$ cat config.mk
export PLATFORM = sky130hd
export DESIGN_NAME = oppm_encoder
export DESIGN_NICKNAME = d
export VERILOG_FILES = /design/src/rtl/oppm_pkg.sv /design/src/rtl/oppm_slot_timer.sv /design/src/rtl/oppm_encoder.sv
export SDC_FILE = /design/constraint.sdc
export NUM_CORES = 1
export LEC_CHECK = 0
export ABC_AREA = 1
export CAP_MARGIN = 25
export CELL_PAD_IN_SITES_DETAIL_PLACEMENT = 0
export CELL_PAD_IN_SITES_GLOBAL_PLACEMENT = 2
export CORE_UTILIZATION = 28
export CTS_BUF_LIST = sky130_fd_sc_hd__clkbuf_8
export DETAILED_ROUTE_END_ITERATION = 12
export GPL_ROUTABILITY_DRIVEN = 0
export PLACE_DENSITY = 0.85
export SLEW_MARGIN = 20
export SYNTH_ARGS = -nofsm -noshare
export SYNTH_HDL_FRONTEND = slang
export SYNTH_HIERARCHICAL = 1
export SYNTH_SLANG_ARGS = --single-unit
$ cat constraint.sdc
create_clock -name clk -period 1.55 [get_ports clk]
set_input_delay 0.31 -clock clk [delete_from_list [all_inputs] [get_ports clk]]
set_output_delay 0.31 -clock clk [all_outputs]
set_load 0.01 [all_outputs]
$ cat src/rtl/oppm_pkg.sv
// Shared OPPM definitions: default link constants, FSM state type and frame-geometry helpers.
// The decoder imports the same package so both ends agree on the framing.
`timescale 1ns/1ps
package oppm_pkg;

  localparam int DEF_N_PKT       = 48;
  localparam int DEF_N_MOD       = 2;
  localparam int DEF_SLOT_CYCLES = 4;
  localparam int DEF_PRE_PULSES  = 4;

  typedef enum logic [1:0] {
    IDLE,
    PRE,
    DATA,
    GUARD
  } state_e;

  function automatic int n_sym(input int n_pkt, input int n_mod);
    return n_pkt / n_mod;
  endfunction

  function automatic int frame_len(input int n_mod, input int slot_cycles);
    return (1 << n_mod) * slot_cycles;
  endfunction

endpackage

$ cat src/rtl/oppm_slot_timer.sv
// Slot timer: counts cycles within a slot and slots within a frame, flagging the last
// cycle of each slot and of each frame. A synchronous clear restarts at slot 0, cycle 0.
`timescale 1ns/1ps
module oppm_slot_timer #(
  parameter int N_MOD       = 2,
  parameter int SLOT_CYCLES = 4
) (
  input  logic             clk,
  input  logic             rst_n,
  input  logic             clr,
  output logic [N_MOD-1:0] slot_idx,
  output logic             slot_end,
  output logic             frame_end
);

  localparam int SW = (SLOT_CYCLES > 1) ? $clog2(SLOT_CYCLES) : 1;

  logic [SW-1:0]    slot_cnt_q, slot_cnt_d;
  logic [N_MOD-1:0] slot_idx_q, slot_idx_d;

  always_comb begin
    slot_end   = (slot_cnt_q == SW'(SLOT_CYCLES - 1));
    frame_end  = slot_end && (&slot_idx_q);
    slot_cnt_d = slot_cnt_q + SW'(1);
    slot_idx_d = slot_idx_q;
    // Slot index wraps naturally at frame end, which is exactly the frame boundary.
    if (slot_end) begin
      slot_cnt_d = '0;
      slot_idx_d = slot_idx_q + N_MOD'(1);
    end
    if (clr) begin
      slot_cnt_d = '0;
      slot_idx_d = '0;
    end
  end

  always_ff @(posedge clk) begin
    if (!rst_n) begin
      slot_cnt_q <= '0;
      slot_idx_q <= '0;
    end else begin
      slot_cnt_q <= slot_cnt_d;
      slot_idx_q <= slot_idx_d;
    end
  end

  assign slot_idx = slot_idx_q;

endmodule

$ cat src/rtl/oppm_encoder.sv
// OPPM transmit encoder: latches a packet, then emits preamble pulses, one pulse per
// N_MOD-bit symbol (slot position = symbol value, MSB first) and a silent guard frame.
`timescale 1ns/1ps
module oppm_encoder
  import oppm_pkg::*;
#(
  parameter int N_PKT       = DEF_N_PKT,
  parameter int N_MOD       = DEF_N_MOD,
  parameter int SLOT_CYCLES = DEF_SLOT_CYCLES,
  parameter int PRE_PULSES  = DEF_PRE_PULSES
) (
  input  logic             clk,
  input  logic             rst_n,
  input  logic             start,
  input  logic [N_PKT-1:0] data,
  output logic             avail,
  output logic             pulse,
  output logic             done
);

  localparam int N_SYM   = n_sym(N_PKT, N_MOD);
  localparam int CNT_MAX = (N_SYM > PRE_PULSES) ? N_SYM : PRE_PULSES;
  localparam int CNT_W   = $clog2(CNT_MAX + 1);

  if (N_PKT % N_MOD != 0) begin : g_bad_mod
    $error("oppm_encoder: N_PKT must be divisible by N_MOD");
  end
  if (SLOT_CYCLES < 1) begin : g_bad_slot
    $error("oppm_encoder: SLOT_CYCLES must be at least 1");
  end
  if (PRE_PULSES < 1) begin : g_bad_pre
    $error("oppm_encoder: PRE_PULSES must be at least 1");
  end

  state_e           state_q, state_d;
  logic [N_PKT-1:0] shreg_q, shreg_d;
  logic [CNT_W-1:0] cnt_q, cnt_d;
  logic             done_q, done_d;
  logic             tmr_clr;
  logic [N_MOD-1:0] slot_idx;
  logic             slot_end, frame_end;

  oppm_slot_timer #(
    .N_MOD      (N_MOD),
    .SLOT_CYCLES(SLOT_CYCLES)
  ) u_timer (
    .clk      (clk),
    .rst_n    (rst_n),
    .clr      (tmr_clr),
    .slot_idx (slot_idx),
    .slot_end (slot_end),
    .frame_end(frame_end)
  );

  // NOTE: every always_comb output gets a default first so no path can infer a latch.
  always_comb begin
    state_d = state_q;
    shreg_d = shreg_q;
    cnt_d   = cnt_q;
    done_d  = 1'b0;
    tmr_clr = 1'b0;
    unique case (state_q)
      IDLE: begin
        tmr_clr = 1'b1;
        if (start) begin
          shreg_d = data;
          cnt_d   = '0;
          state_d = PRE;
        end
      end
      PRE: begin
        // A preamble period is two slots; odd slot index marks its second half.
        if (slot_end && slot_idx[0]) begin
          if (cnt_q == CNT_W'(PRE_PULSES - 1)) begin
            cnt_d   = '0;
            tmr_clr = 1'b1;
            state_d = DATA;
          end else begin
            cnt_d = cnt_q + CNT_W'(1);
          end
        end
      end
      DATA: begin
        if (frame_end) begin
          shreg_d = shreg_q << N_MOD;
          if (cnt_q == CNT_W'(N_SYM - 1)) begin
            cnt_d   = '0;
            state_d = GUARD;
          end else begin
            cnt_d = cnt_q + CNT_W'(1);
          end
        end
      end
      GUARD: begin
        if (frame_end) begin
          done_d  = 1'b1;
          state_d = IDLE;
        end
      end
      default: state_d = IDLE;
    endcase
  end

  // NOTE: sequential state uses non-blocking assignments only; reset is sampled on the clock edge.
  always_ff @(posedge clk) begin
    if (!rst_n) begin
      state_q <= IDLE;
      shreg_q <= '0;
      cnt_q   <= '0;
      done_q  <= 1'b0;
    end else begin
      state_q <= state_d;
      shreg_q <= shreg_d;
      cnt_q   <= cnt_d;
      done_q  <= done_d;
    end
  end

  always_comb begin
    avail = (state_q == IDLE);
    done  = done_q;
    unique case (state_q)
      PRE:     pulse = ~slot_idx[0];
      DATA:    pulse = (slot_idx == shreg_q[N_PKT-1 -: N_MOD]);
      default: pulse = 1'b0;
    endcase
  end

endmodule

==> results.toml, run 1 <==
[status]
outcome = "finished, violations left"
violations = "setup timing"

[finish]
diodes = 0
syn2layout_area_growth_pct = 54.27
stdcell_count = 614
layout_common_cells = "123 x nand2_1, 54 x dfxtp_1, 50 x clkdlybuf4s50_1"
post-route-cell-area_mm2 = 0.004563
final_util_pct = 44.40
drive_gt1_share_pct = 25.52
final_nets = 533
final_common_cell = "nand2_1"

[die]
die_x_um = 104.8
boundaryPins = 54
die_area_mm2 = 0.01098
die_height_um = 104.8
num_rows = 37
start_util_pct = 28.78
fp.coreArea_mm2 = 0.01028

[sta]
fmax_mhz = 595.3
rsz0062_at_grt = "true"
fin_skew_ns = 0.01224
fin_tns_setup_ns = -0.4318
hold_violations = 0
postLayoutSetupSlackWorst_ns = -0.1297
tightest_slew_ns = 0.4897
holdWs_ns = 0.4268
period_share_pct = 108.4
fin_crit_ns = 1.680
setup_viol = 32
maxSlewHeadroom_pct = 67.35
drv_slew = 0

[detailed_routing]
drtAntennaViolNets = 0
viasPerCell = 4.596
drcViolationCount = 0
drt_iter0_markers = 82
vias = 2822
routedWlPerCell_um = 12.54
firstDrtPassIters = 4
wirelength_um = 7700

[synth]
synth_nets = 455
ys_ff_latch = 60
synth_area_leaders = "dfxtp_1 41%, nand2_1 17%, o211a_1 16%"
synth-seq-area-share_pct = 40.61
yosys_warnings = 6
syn_inst = 395
syn_area_per_cell_um2 = 7.488
synth_top_cell_by_area = "dfxtp_1"
synth_cell_type_count = 21
synth.top_cell.area_share_pct = 40.61
synth.cell_area_mm2 = 0.002958

[setup_path]
path_cells = "inv_4 > ha_4 > inv_2 > a21oi_2 > o211ai_1 > a21oi_2 > buf_2"
r2r-end = "shreg_q[35]$_SDFFE_PN0P_"
cp_data_arrival_time_ns = 1.37
r2r_start = "u_timer/slot_idx[0]$_SDFFE_PP0N_"
critPathMaxStageDelay_ns = 0.33
rr_worst_depth = 11
path_class = "reg2out"
reg2reg_slack_ns = -0.02
required_ns = 1.24
slowest_stage = "dfxtp_2"
crit_top_cell = "a21oi_2"
cp-endpoint = "pulse"
critPathMaxFanout = 2
critPathLaunch = "state_q[0]$_SDFFE_PN0P_"
start_kind = "flop"
end_kind = "primary output"

[hold_path]
worstHoldStart = "rst_n"
hold_class = "in2reg"

[placement]
io_buffers = 53
dp_cells = 581
post-place-ws_ns = -0.3011
placed_cell_area_mm2 = 0.003784
hpwl_um = 4655

[power_and_ir_drop]
pwr-share-seq_pct = 28.7
swShare_pct = 36.65
p_int_mw = 5.115
combPwrFrac_pct = 54.3
pwr-share-clk_pct = 16.9
vdd_drop_max_mv = 0.7768
power_density_mw_per_mm2 = 1769
p_leak_nw = 2.211
power_mw = 8.074
switching_power_mw = 2.960

[cts]
cts_htree_levels = 3
insertion_delay_ns = 0.34
clkSlewWorstSetupHoldPaths_ns = 0.07
cts_tree = "yes"
clock_sinks = 60
cts_buffer_depth = 2
cts_buffers = 9
root_buffer = "clkbuf_8"

[global_route]
grt_start_max_net_pins = 50
grt_pass1_wl_um = 12510
antenna_found_initial = 0
grt_pass1_vias = 2721
overflow = 0
grtUsageTotal_pct = 14.24

[flow_run]
maxCapViolations = 0
-- logic make-up (layout without fill, tap and decap cells) --
group           Yosys count  after routing  synth area share [%]
fa+ha+maj                 9              9                 3.807
xor+xnor                  1              1                0.2962
buf+inv                  53            136                 7.360
flops                    60             60                 40.61
simple gates            214            214                 30.08
compound gates           58             58                 17.85
-- layer usage --
layer / track usage, % / wire length, µm
met5: 0 / 0
met4: 6.640 / 121
met3: 2.994 / 266
met2: 23.32 / 3556
met1: 17.84 / 3755
-- area by class of cell --
type                    count  area (µm²)
clock buffers               9       123.9
multi-input cells         282        1812
fillers                  1043        5714
flip-flops and latches     60        1214
repair buffers             93        1072
clock inverters             7       67.56
well taps                 136       170.2
inverters                  27       103.9
-- state kept, by name, summed over array words and instances (netlist names) --
register and count:
state_q 2, done 1, u_timer/slot_idx 2, shreg_q 48, cnt_q 5, u_timer/slot_cnt_q 2
-- power groups by stage --
stage	Clock, mW	Combinational (mW)	Sequential [mW]
floorplan	0	1.96	2.28
global placement	0	2.83	2.31
detailed placement	0	2.86	2.32
CTS	1.42	3.77	2.30
global route	1.48	4.79	2.38
finish	1.37	4.39	2.32
-- synthesized netlist by cell type, drive strengths merged --
master	count
nand2	133
dfxtp	60
nand3	53
o211a	46
inv	27
nor2	26
buf	13
clkbuf	13
ha	9
a21oi	8
nand4	2
o211ai	2
o21ai	1
o31ai	1
xnor2	1
-- worst max-delay path: cells and delay by family, from the launching register on --
family,cells,cell delay (ns)
flops,1,0.33
compound gates,3,0.33
buf+inv,3,0.25
fa+ha+maj,1,0.14
-- how the worst min path moves through the flow --
stage / end / cells after the start
final: cnt_q[4]$_SDFFE_PN0P_ / 3
after CTS: cnt_q[0]$_SDFFE_PN0P_ / 3
after floorplan: u_timer/slot_cnt_q[0]$_SDFF_PP0_ / 1
after global placement: shreg_q[1]$_SDFFE_PN0P_ / 2
after detailed placement: shreg_q[0]$_SDFFE_PN0P_ / 2
after global routing: cnt_q[0]$_SDFFE_PN0P_ / 3
-- timing repair --
action	4_1_cts	5_1_grt
hold buffers	0	0
gates resized for setup	32	63
pin swaps	7	12
setup buffers	11	3
cloned	4	4
endpoints found under the setup margin	54	57
Note: power is estimated with default switching activity, not from simulation.
==> run 2, diff against run 1 <==
--- a/config.mk
+++ b/config.mk
@@ -9,6 +9,7 @@
 export CAP_MARGIN = 25
 export CELL_PAD_IN_SITES_DETAIL_PLACEMENT = 0
 export CELL_PAD_IN_SITES_GLOBAL_PLACEMENT = 2
+export CORE_MARGIN = 5
 export CORE_UTILIZATION = 28
 export CTS_BUF_LIST = sky130_fd_sc_hd__clkbuf_8
 export DETAILED_ROUTE_END_ITERATION = 12
==> results.toml, run 2 (same netlist as run 1, synthesis figures left out) <==
[power_and_ir_drop]
vdd_drop_max_mv = 0.7266
power_mw = 8.586
p_int_mw = 5.671
pwr-share-seq_pct = 27.0
switching_power_mw = 2.915
swShare_pct = 33.95
pwr-share-clk_pct = 20.2
p_leak_nw = 2.234
power_density_mw_per_mm2 = 1899
combPwrFrac_pct = 52.8

[die]
die_area_mm2 = 0.01272
boundaryPins = 54
fp.coreArea_mm2 = 0.01032
num_rows = 37
die_height_um = 112.8
start_util_pct = 28.65
die_x_um = 112.8

[setup_path]
slowest_stage = "dfxtp_2"
required_ns = 1.83
reg2reg_slack_ns = -0.23
crit_buf_inv = 5
end_kind = "flop"
critPathMaxFanout = 7
critPathMaxStageDelay_ns = 0.35
rr_worst_depth = 10
path_class = "reg2reg"
start_kind = "flop"
path_cells = "inv_4 > buf_12 > ha_4 > nand2_1 > nand2_2 > nor2_4 > buf_6 > buf_12 > bufbuf_16 > o211a_1"
path_delay_family = "buffers and inverters"
cp_data_arrival_time_ns = 2.06
r2r_start = "state_q[0]$_SDFFE_PN0P_"
r2r-end = "shreg_q[39]$_SDFFE_PN0P_"
crit_top_cell = "buf_12"

[hold_path]
worstHoldStart = "rst_n"
hold_class = "in2reg"
hold-path-endpoint = "cnt_q[4]$_SDFFE_PN0P_"
holdPathStages = 3

[sta]
fmax_mhz = 562.4
setup_viol = 52
hold_violations = 0
holdWs_ns = 0.4357
maxSlewHeadroom_pct = 66.21
tightest_slew_ns = 0.5068
drv_slew = 0
period_share_pct = 114.7
rsz0062_at_grt = "true"
postLayoutSetupSlackWorst_ns = -0.2280
fin_tns_setup_ns = -5.663
fin_skew_ns = 0.006864
fin_crit_ns = 1.778

[global_route]
grt_pass1_wl_um = 13590
antenna_found_initial = 0
grt_pass1_vias = 2842
overflow = 0
grt_start_max_net_pins = 50
grtUsageTotal_pct = 13.09

[detailed_routing]
drcViolationCount = 0
routedWlPerCell_um = 13.33
drtAntennaViolNets = 0
firstDrtPassIters = 4
drt_iter0_markers = 141
wirelength_um = 8195
viasPerCell = 4.642
vias = 2855

[cts]
cts_buffers = 9
cts_tree = "yes"
root_buffer = "clkbuf_8"
ctsHoldBuffers = 0
clock_sinks = 60
clkSlewWorstSetupHoldPaths_ns = 0.07
cts_buffer_depth = 2
cts_htree_levels = 3
insertion_delay_ns = 0.34

[status]
outcome = "finished, violations left"
violations = "setup timing"

[finish]
drive_gt1_share_pct = 20.46
syn2layout_area_growth_pct = 52.88
final_common_cell = "nand2_1"
diodes = 0
reg_top3 = "shreg_q x48, cnt_q x5"
regMostFlops = "shreg_q"
largest_register_ffs = 48
layout_common_cells = "131 x nand2_1, 54 x dfxtp_1, 50 x clkdlybuf4s50_1"
final_nets = 535
fillers = 1042

[placement]
hpwl_um = 4938
io_buffers = 53

[flow_run]
maxCapViolations = 0
## run 2: area by class of cell
cell class | instances | area, µm² | share of cell area (%)
sequential | 60 | 1211 | 26.78
clock buffer | 10 | 137.6 | 3.044
timing repair buffer | 95 | 1142 | 25.26
multi-input combinational | 282 | 1655 | 36.61
tap | 136 | 170.2 | 3.763
clock inverter | 5 | 101.3 | 2.241
inverter | 27 | 103.9 | 2.297
## run 2: tightest hold or removal path, cell delays in order
cell and delay, ns:
buf_2 0.26, nand2_1 0.13, nor2_1 0.03
## run 2: worst max-delay path by stage
stage / end / slack (ns) / cells after the start / startpoint
after detailed placement: pulse / -0.30 / 7 / state_q[0]$_SDFFE_PN0P_
final: shreg_q[39]$_SDFFE_PN0P_ / -0.23 / 10 / state_q[0]$_SDFFE_PN0P_
after global routing: shreg_q[39]$_SDFFE_PN0P_ / -0.31 / 10 / state_q[0]$_SDFFE_PN0P_
after CTS: pulse / -0.19 / 7 / state_q[0]$_SDFFE_PN0P_
after global placement: pulse / -0.28 / 7 / state_q[0]$_SDFFE_PN0P_
after floorplan: pulse / -0.03 / 7 / state_q[0]$_SDFFE_PN0P_
## run 2: stage by stage
| step | cell area (µm²) | utilization (%) | setup WS [ns] | instances |
|---|---|---|---|---|
| floorplan | 2970 | - | -0.03329 | 395 |
| global placement | 3769 | 36.50 | -0.2825 | 579 |
| detailed placement | 3769 | 36.50 | -0.2970 | 579 |
| CTS | 4397 | 42.59 | -0.1948 | 609 |
| global route | 4522 | 43.80 | -0.3110 | 615 |
| finish | 4522 | 43.80 | -0.2280 | 615 |
## run 2: repair_timing
action / 4_1_cts / 5_1_grt
gates cloned: 6 / 2
buffers inserted: 10 / 7
gates resized for setup: 35 / 24
pin swaps: 7 / 8
endpoints found under the setup margin: 55 / 60
## run 2: routing by layer
| metal | wire length [µm] | track usage, % |
|---|---|---|
| met1 | 3806 | 16.20 |
| met2 | 3995 | 21.64 |
| met3 | 285 | 4.225 |
| met4 | 108 | 4.087 |
| met5 | 0 | 0 |
## run 2: power by group through the flow
stage	logic, mW	registers [mW]	clock network (mW)
3_3_place_gp	2.81	2.31	0
3_5_place_dp	2.86	2.32	0
5_1_grt	4.96	2.38	1.85
2_1_floorplan	1.96	2.28	0
4_1_cts	4.30	2.31	1.78
6_report	4.53	2.32	1.73
